File: config.mk
export PLATFORM = sky130hd
export DESIGN_NAME = game_tick_gen_flat
export DESIGN_NICKNAME = d
export VERILOG_FILES = /design/src/rtl/game_tick_gen_if.sv /design/src/rtl/game_tick_gen.sv /design/src/flat_wrapper.sv
export SDC_FILE = /design/constraint.sdc
export NUM_CORES = 1
export LEC_CHECK = 0
export ABC_AREA = 1
export CAP_MARGIN = 20
export CELL_PAD_IN_SITES_DETAIL_PLACEMENT = 0
export CELL_PAD_IN_SITES_GLOBAL_PLACEMENT = 1
export CORE_AREA = 3 3 92 103
export DETAILED_ROUTE_END_ITERATION = 8
export DIE_AREA = 0 0 95 106
export GPL_TIMING_DRIVEN = 0
export PLACE_DENSITY_LB_ADDON = 0.1
export SYNTH_ARGS = -nofsm -noshare
export SYNTH_HDL_FRONTEND = slang
export SYNTH_SLANG_ARGS = --single-unit
File: constraint.sdc
create_clock -name clk_25MHz -period 5 [get_ports clk_25MHz]
set_input_delay 0.75 -clock clk_25MHz [delete_from_list [all_inputs] [get_ports clk_25MHz]]
set_output_delay 0.75 -clock clk_25MHz [all_outputs]
set_load 0.01 [all_outputs]
File: src/rtl/game_tick_gen_if.sv
// game_tick_gen_if: control and status bundle between board switches/keys,
// the tick generator and the game state machine.
//   manual_step_n  raw step key, active-low, asynchronous
//   mode_select    raw switch, 1 = manual mode
//   pause          raw switch, 1 = hold auto ticks
//   rate_sel       raw switches, auto rate = base / 2^rate_sel
//   tick           one-cycle frame-advance strobe
//   frame_count    ticks issued, wraps modulo 2^FRAME_CNT_W
//   manual_active  synchronised mode_select
// master = switch/key side (drives raw inputs), slave = tick generator.
interface game_tick_gen_if #(
  parameter int FRAME_CNT_W = 16
);
  logic                   manual_step_n;
  logic                   mode_select;
  logic                   pause;
  logic [1:0]             rate_sel;
  logic                   tick;
  logic [FRAME_CNT_W-1:0] frame_count;
  logic                   manual_active;

  modport master (
    output manual_step_n, mode_select, pause, rate_sel,
    input  tick, frame_count, manual_active
  );

  modport slave (
    input  manual_step_n, mode_select, pause, rate_sel,
    output tick, frame_count, manual_active
  );
endinterface

File: src/rtl/game_tick_gen.sv
// game_tick_gen: game-frame tick generator. Emits a one-cycle enable strobe
// (not a derived clock) at CLK_HZ/TICK_HZ, optionally slowed by 2^rate_sel,
// paused with debounced frame-advance, or driven purely by the step key.
//   clk_25MHz  system clock
//   rst_n      asynchronous active-low reset
//   bus        game_tick_gen_if.slave: raw switches/key in, tick/count out
module game_tick_gen #(
  parameter int CLK_HZ          = 25000000,
  parameter int TICK_HZ         = 60,
  parameter int DIV_W           = 20,
  parameter int DEBOUNCE_CYCLES = 250000,
  parameter int FRAME_CNT_W     = 16
) (
  input  logic            clk_25MHz,
  input  logic            rst_n,
  game_tick_gen_if.slave  bus
);

  localparam int DIV   = CLK_HZ / TICK_HZ;
  localparam int DEB_W = (DEBOUNCE_CYCLES > 1) ? $clog2(DEBOUNCE_CYCLES) : 1;
  localparam logic [DIV_W-1:0] DIV_LAST = DIV_W'(DIV - 1);
  localparam logic [DEB_W-1:0] DEB_LAST = DEB_W'(DEBOUNCE_CYCLES - 1);

  typedef struct packed {
    logic       key_n;
    logic       mode;
    logic       pause;
    logic [1:0] rate;
  } ctl_t;

  // ---- 2-flop synchronisers: sync_q[1] is the only copy logic may use ----
  ctl_t         raw;
  ctl_t [1:0]   sync_q;
  ctl_t         s;

  assign raw = '{key_n: bus.manual_step_n, mode: bus.mode_select,
                 pause: bus.pause, rate: bus.rate_sel};
  assign s   = sync_q[1];

  // ---- state ----
  logic [DIV_W-1:0]       div_cnt_q, div_cnt_d;
  logic [2:0]             pre_cnt_q, pre_cnt_d;
  logic [DEB_W-1:0]       deb_cnt_q, deb_cnt_d;
  logic                   key_db_q, key_db_d;     // 1 = released
  logic                   tick_q, tick_d;
  logic [FRAME_CNT_W-1:0] frame_cnt_q, frame_cnt_d;

  logic       base_strb, auto_strb, press_evt;
  logic [2:0] rate_mask;

  always_comb begin
    // Divider free-runs in every mode so the auto phase survives pause/manual.
    base_strb = (div_cnt_q == DIV_LAST);
    div_cnt_d = base_strb ? '0 : div_cnt_q + DIV_W'(1);

    // Prescaler: pass one base strobe in 2^rate; rate changes are not
    // re-aligned, they simply apply from the next base strobe.
    rate_mask = ~(3'b111 << s.rate);
    auto_strb = base_strb && ((pre_cnt_q & rate_mask) == 3'd0);
    pre_cnt_d = base_strb ? pre_cnt_q + 3'd1 : pre_cnt_q;

    // Debounce: count consecutive cycles the key disagrees with the accepted
    // level; accept the new level on the DEBOUNCE_CYCLES-th such cycle.
    deb_cnt_d = deb_cnt_q;
    key_db_d  = key_db_q;
    press_evt = 1'b0;
    if (s.key_n == key_db_q) begin
      deb_cnt_d = '0;
    end else if (deb_cnt_q == DEB_LAST) begin
      deb_cnt_d = '0;
      key_db_d  = s.key_n;
      press_evt = ~s.key_n;            // only released->pressed counts
    end else begin
      deb_cnt_d = deb_cnt_q + DEB_W'(1);
    end

    // Exactly one source is eligible at a time, so tick can never stretch.
    tick_d      = (s.mode || s.pause) ? press_evt : auto_strb;
    frame_cnt_d = frame_cnt_q + FRAME_CNT_W'(tick_d);
  end

  // Synchronisers clear to 0 like everything else; the debounced level is
  // the one register that resets to "released".
  always_ff @(posedge clk_25MHz or negedge rst_n) begin
    if (!rst_n) begin
      sync_q      <= '0;
      div_cnt_q   <= '0;
      pre_cnt_q   <= '0;
      deb_cnt_q   <= '0;
      key_db_q    <= 1'b1;
      tick_q      <= 1'b0;
      frame_cnt_q <= '0;
    end else begin
      sync_q      <= {sync_q[0], raw};
      div_cnt_q   <= div_cnt_d;
      pre_cnt_q   <= pre_cnt_d;
      deb_cnt_q   <= deb_cnt_d;
      key_db_q    <= key_db_d;
      tick_q      <= tick_d;
      frame_cnt_q <= frame_cnt_d;
    end
  end

  assign bus.tick          = tick_q;
  assign bus.frame_count   = frame_cnt_q;
  assign bus.manual_active = s.mode;

endmodule

File: src/flat_wrapper.sv
// flat-port wrapper written by rule: the top's interface ports become plain ports
module game_tick_gen_flat 
#(
  parameter int CLK_HZ          = 25000000,
  parameter int TICK_HZ         = 60,
  parameter int DIV_W           = 20,
  parameter int DEBOUNCE_CYCLES = 250000,
  parameter int FRAME_CNT_W     = 16
)
  (clk_25MHz, rst_n, bus_manual_step_n, bus_mode_select, bus_pause, bus_rate_sel, bus_tick, bus_frame_count, bus_manual_active);
  game_tick_gen_if #(.FRAME_CNT_W(FRAME_CNT_W)) bus_i ();
  input  logic clk_25MHz;
  input  logic rst_n;
  input wire logic [$bits(bus_i.manual_step_n)-1:0] bus_manual_step_n;
  input wire logic [$bits(bus_i.mode_select)-1:0] bus_mode_select;
  input wire logic [$bits(bus_i.pause)-1:0] bus_pause;
  input wire logic [$bits(bus_i.rate_sel)-1:0] bus_rate_sel;
  output wire logic [$bits(bus_i.tick)-1:0] bus_tick;
  output wire logic [$bits(bus_i.frame_count)-1:0] bus_frame_count;
  output wire logic [$bits(bus_i.manual_active)-1:0] bus_manual_active;
  assign bus_i.manual_step_n = bus_manual_step_n;
  assign bus_i.mode_select = bus_mode_select;
  assign bus_i.pause = bus_pause;
  assign bus_i.rate_sel = bus_rate_sel;
  assign bus_tick = bus_i.tick;
  assign bus_frame_count = bus_i.frame_count;
  assign bus_manual_active = bus_i.manual_active;
  game_tick_gen #(.CLK_HZ(CLK_HZ), .TICK_HZ(TICK_HZ), .DIV_W(DIV_W), .DEBOUNCE_CYCLES(DEBOUNCE_CYCLES), .FRAME_CNT_W(FRAME_CNT_W)) u_core (.clk_25MHz(clk_25MHz), .rst_n(rst_n), .bus(bus_i));
endmodule
# ---- Yosys cells after proc, flatten, opt, wreduce, memory -nomap -nowiden
# Index checks and enable logic that the tools add are counted.
dict set report classes {
  magnitude_cmp 0
  shifts 1
  bitwise 4
  n_reduce_logical 4
  n_addsub 4
  mux 6
  mul 0
  eq_ne 3
  div 0
}
# operator count
set ops {}
lappend ops {{2-to-1 mux 18 bit} 2}
lappend ops {{adder 20 x 1 -> 20 bit (second input constant)} 1}
lappend ops {{== test 20 x 19 -> 1 bit (second input constant)} 1}
lappend ops {{2-to-1 mux 20 bit} 1}
lappend ops {{adder 18 x 1 -> 18 bit (second input constant)} 1}
lappend ops {{== test 18 bit (second input constant)} 1}
lappend ops {{adder 16 x 1 -> 16 bit} 1}
lappend ops {{adder 3 x 1 -> 3 bit (second input constant)} 1}
lappend ops {{AND 3 bit} 1}
lappend ops {{zero test 3 bit} 1}
lappend ops {{2-to-1 mux 1 bit} 3}
lappend ops {{inverter 3 bit} 1}
lappend ops {{left shift 3 x 2 -> 3 bit (first input constant)} 1}
lappend ops {{inverter 1 bit} 2}
lappend ops {{AND reduction 2 bit} 1}
lappend ops {{== test 1 bit} 1}
lappend ops {{logical AND 1 bit} 1}
lappend ops {{logical OR 1 bit} 1}
dict set report totals {
  word_cells 36
  output_inout_bits 18
  latchBits 0
  n_memories 0
  mem_bits_ro 0
  mem_bits_rw 0
  regBits 69
  inputBits 7
}

# ---- Logic depth before layout (Yosys ltp)
dict set report depth {
  ltp_word 7
  mapped_depth 13
  mapped_depth_nobuf 13
}

# ---- Worst setup path before layout
# No wires, ideal clock.
dict set report synth_path {
  kind {register -> register}
  startpoint {register u_core.div_cnt_q[1]}
  endpoint {register u_core.frame_cnt_q[12], in the netlist u_core.bus.frame_count[12]}
  arrival_ns 1.820
  setup_time_ns 0.123
  setup_slack_ns 3.057
  synth_period_minus_slack_ns 1.943
  stages_incl_launch_ff 13
  n_path_buf 0
  required_ns 4.877
  cell_sequence {dfrtp_1 inv_1 ha_1 nand3_1 nor3_1 nand3b_1 nand2_1 ha_1 nand2_1 nor3b_4 nand2_1 o21ai_0 nand2_1}
}
dict set report synth_via {
  elab_chain_len 4
}
# element line_no
set synth_rtl {}
lappend synth_rtl {{start, declared} game_tick_gen.sv:41} ;# logic [DIV_W-1:0] div_cnt_q, div_cnt_d;
lappend synth_rtl {{start signal, assigned} game_tick_gen.sv:95} ;# div_cnt_q <= div_cnt_d;
lappend synth_rtl {{== test 20 x 19 -> 1 bit} game_tick_gen.sv:53} ;# base_strb = (div_cnt_q == DIV_LAST);
lappend synth_rtl {{logical AND 1 bit} game_tick_gen.sv:59} ;# auto_strb = base_strb && ((pre_cnt_q & rate_mask) == 3'd0);
lappend synth_rtl {{2-to-1 mux 1 bit} game_tick_gen.sv:78} ;# tick_d = (s.mode || s.pause) ? press_evt : auto_strb;
lappend synth_rtl {{net u_core.tick_d} game_tick_gen.sv:45} ;# logic tick_q, tick_d;
lappend synth_rtl {{adder 16 x 1 -> 16 bit} game_tick_gen.sv:79} ;# frame_cnt_d = frame_cnt_q + FRAME_CNT_W'(tick_d);
lappend synth_rtl {{net u_core.frame_cnt_d[12]} game_tick_gen.sv:46} ;# logic [FRAME_CNT_W-1:0] frame_cnt_q, frame_cnt_d;
lappend synth_rtl {{end signal, assigned} game_tick_gen.sv:100} ;# frame_cnt_q <= frame_cnt_d;
lappend synth_rtl {{end, declared} game_tick_gen.sv:46}
# The timed path passes the listed nets, and every way through them passes these cells.
# A chain may end at the register's enable or synchronous reset.

# ---- Worst setup path in the final report
dict set report layout_path {
  startpoint {register u_core.deb_cnt_q[0]}
  endpoint {register u_core.frame_cnt_q[12], in the netlist u_core.bus.frame_count[12]}
}
dict set report layout_via {
  elab_chain_len 5
}
# element line_no
set layout_rtl {}
lappend layout_rtl {{start, declared} game_tick_gen.sv:43} ;# logic [DEB_W-1:0] deb_cnt_q, deb_cnt_d;
lappend layout_rtl {{start signal, assigned} game_tick_gen.sv:97} ;# deb_cnt_q <= deb_cnt_d;
lappend layout_rtl {{== test 18 bit} game_tick_gen.sv:69} ;# end else if (deb_cnt_q == DEB_LAST) begin
lappend layout_rtl {{2-to-1 mux 1 bit} game_tick_gen.sv:69}
lappend layout_rtl {{2-to-1 mux 1 bit} game_tick_gen.sv:67} ;# if (s.key_n == key_db_q) begin
lappend layout_rtl {{2-to-1 mux 1 bit} game_tick_gen.sv:78}
lappend layout_rtl {{net u_core.tick_d} game_tick_gen.sv:45}
lappend layout_rtl {{adder 16 x 1 -> 16 bit} game_tick_gen.sv:79}
lappend layout_rtl {{net u_core.frame_cnt_d[12]} game_tick_gen.sv:46}
# The timed path passes the listed nets, and every way through them passes these cells.

==> results.sh <==
export IMPL_status="finished clean"
export IMPL_grt_max_degree=70
export IMPL_area_growth_pct=16.4
export IMPL_end_kind="register"
export IMPL_synth_xor_area_share_pct=7.41
export IMPL_floorplan_initialDensity_pct=41.8
export IMPL_rsz0062_at_grt="no"
export IMPL_post_route_min_period_ns=2.36
export IMPL_synth_simple_area_share_pct=32.7
export IMPL_final_setup_tns_ns=0
export IMPL_post_place_ws_ns=2.63
export IMPL_finalSetupViolCount=0
export IMPL_fin_crit_sh_pct=47.1
export IMPL_cp_start_kind="register"
export IMPL_seq_area_frac_synth_pct=49.0
export IMPL_met1Wirelength_um=3370
export IMPL_synth_compound_area_share_pct=2.09
export IMPL_skew_ns=0.00726
export IMPL_yosys_register_bits=69
export IMPL_core_area_sq_um=8450
export IMPL_drc=0
export IMPL_cts_setup_buffers=0
export IMPL_multi_input_area_sq_um=1570
export IMPL_drtIter0Drc=85
export IMPL_synth_adder_area_share_pct=2.13
export IMPL_drive_above_1_share_pct=9.49
export IMPL_routed_wl_um=7190
export IMPL_crit_path_top_delay_cell="dfrtp_1"
export IMPL_dr_wl_met2_um=3570
export IMPL_grt_pass1_vias=2710
export IMPL_syn_inst=433
export IMPL_cp_max_fo=6
export IMPL_fp_dieH_um=106
export IMPL_drv_cap=0
export IMPL_ir_worst_vdd_mv=0.127
export IMPL_avgViaCountPerCell=4.60
export IMPL_grtUsageTotal_pct=15.8
export IMPL_syn_area_sq_um=3530
export IMPL_cts_tree="built"
export IMPL_crit_chain="ha_1, nand2_1, nor2_4, nand4_1, nand2_1, ha_1, nand2_1, nor3b_4, nand2_1, o21ai_0, nand2_1"
export IMPL_h_tree_depth=3
export IMPL_layoutNonFillerInstCount=585
export IMPL_worstMarginPinSlew_ns=0.571
export IMPL_max_slew_margin_pct=61.8
export IMPL_antenna_found_initial=0
export IMPL_dieArea_sq_um=10100
export IMPL_synth_warnings=0
export IMPL_clk_pin_slew_worst_paths_ns=0.08
export IMPL_cts_buffer_depth=2
export IMPL_crit_arrival_ns=2.59
export IMPL_holdCritPathClass="reg -> reg"
export IMPL_criticalPathCategory="reg -> reg"
export IMPL_route_met3_wl_um=145
export IMPL_grt_overflow=0
export IMPL_synthTopCellsByArea="dfrtp_1 48%, nand2_1 11%, nor2_1 7.9%, inv_1 6.5%, nand3_1 4.1%"
export IMPL_yosys_area_top_type="dfrtp_1"
export IMPL_syn_nets=446
export IMPL_final_core_util_pct=48.6
export IMPL_grt_pass1_wl_um=12500
export IMPL_antenna_cells=0
export IMPL_synth_edf_count=0
export IMPL_cts_sinks=69
export IMPL_max_stage_delay_ns=0.39
export IMPL_cts_resized=0
export IMPL_top_layer_used="met4"
export IMPL_dieWidth_um=95
export IMPL_final_cell_mix="99 x nand2_1, 74 x nor2_1, 68 x dfrtp_1, 61 x inv_1, 29 x nand3_1"
export IMPL_rows=35
export IMPL_clock_latency_ns=0.34
export IMPL_nFillCells=847
export IMPL_synthMuxAreaShare_pct=0
export IMPL_cts_inserted_buffers=9
export IMPL_drv_slew=0
export IMPL_wl_per_cell_um=12.3
export IMPL_port_buffers=24
export IMPL_synth_top_cell_area_share_pct=48.2
export IMPL_gp_congestion=0.881
export IMPL_hold_viol=0
export IMPL_cts_hold_buf=0
export IMPL_cellPowerDensity_nw_per_um2=245
export IMPL_nNetsFinal=482
export IMPL_vias=2689
export IMPL_layout_commonest_cell="nand2_1"
export IMPL_synth_avg_cell_area_sq_um=8.15
export IMPL_synth_cell_types=27
export IMPL_async_flop_share_pct=100
export IMPL_dpl_hpwl_um=5340
export IMPL_cts_root_buf="clkbuf_8"
export IMPL_io_pins=25
export IMPL_crit_required_ns=5.23
export IMPL_drt_first_pass_iters=5
export IMPL_place_inst=569
export IMPL_yosys_most_used_dff="dfrtp_1"
export IMPL_seqCellArea_sq_um=1730
export IMPL_dpl_cell_area_sq_um=3930
export IMPL_cpLargestDelayFamily="simple AND/OR/NAND/NOR gates"
export IMPL_drtAntennaViolNets=0
export IMPL_fin_ws_ns=2.64
export IMPL_cpMostUsedCell="nand2_1"
export IMPL_path_buf_inv=0
export IMPL_synth_top_family_by_area="simple AND/OR/NAND/NOR gates"
export IMPL_stdcell_area_sq_um=4110
export IMPL_p_leak_uw=0.00188
export IMPL_clock_fmax_mhz=424
==> through the flow <==
step	power (uW)	hold slack, ns
floorplan	585	0.331
global placement	605	0.333
detailed placement	608	0.335
CTS	1020	0.354
global route	1050	0.360
finish	1000	0.351
==> cell families after synthesis <==
| group | count (synthesis) |
|---|---|
| compound gates | 14 |
| buf+inv | 63 |
| xor+xnor | 29 |
| flops | 69 |
| fa+ha+maj | 6 |
| simple gates | 252 |
==> where the power goes <==
part / internal, uW / total [uW] / leakage, uW / switching [uW]
clock network: 181 / 410 / 0.0000856 / 228
logic: 10.1 / 28.1 / 0.000876 / 18.0
registers: 563 / 567 / 0.000920 / 3.60
total: 755 / 1000 / 0.00188 / 250
==> per-layer routing <==
layer | up-vias | GRT usage, %
met5 | - | 0
met4 | 0 | 5.26
met3 | 7 | 3.61
met2 | 18 | 26.3
met1 | 1246 | 20.1
li1 | 1418 | -
==> area by class of cell <==
type / instances / share of cell area, %
Tap cell: 111 / 3.38
Timing Repair Buffer: 25 / 6.46
Multi-Input combinational cell: 301 / 38.1
Sequential cell: 69 / 42.1
Inverter: 63 / 5.76
Clock buffer: 9 / 3.01
Clock inverter: 7 / 1.25
==> Yosys cell counts (2+ instances only) <==
master   count
ha_1         6
o21ai_0      6
nor3_1      13
nand4_1     12
nor2_4       6
inv_1       61
nand3_1     29
nand2_2      6
nand2_1     99
dfrtp_1     68
xor2_1      15
xnor2_1     13
inv_2        2
nor2_2       5
nor3b_1      2
nor2_1      74
a21oi_1      6
==> worst paths after layout <==
kind                                startpoint                         end  slack, ns  cells past startpoint
setup / recovery           u_core.deb_cnt_q[0]  u_core.bus.frame_count[12]       2.64                     11
hold / removal                u_core.sync_q[4]                 u_core.s[4]       0.35                      0
setup reg to reg           u_core.deb_cnt_q[0]  u_core.bus.frame_count[12]       2.64                     11
hold reg to reg               u_core.sync_q[4]                 u_core.s[4]       0.35                      0
max in group asynchronous                rst_n             u_core.key_db_q       4.27                      2
min in group asynchronous                rst_n         u_core.deb_cnt_q[9]       0.40                      2
==> flip-flops by register name, indices dropped and copies added (netlist names) <==
signal	cells
u_core.div_cnt_q	20
u_core.deb_cnt_q	18
u_core.bus.frame_count	16
u_core.sync_q	5
u_core.s	4
u_core.pre_cnt_q	3
u_core.bus.manual_active	1
u_core.bus.tick	1
u_core.key_db_q	1
(Power assumes the default switching activity.)
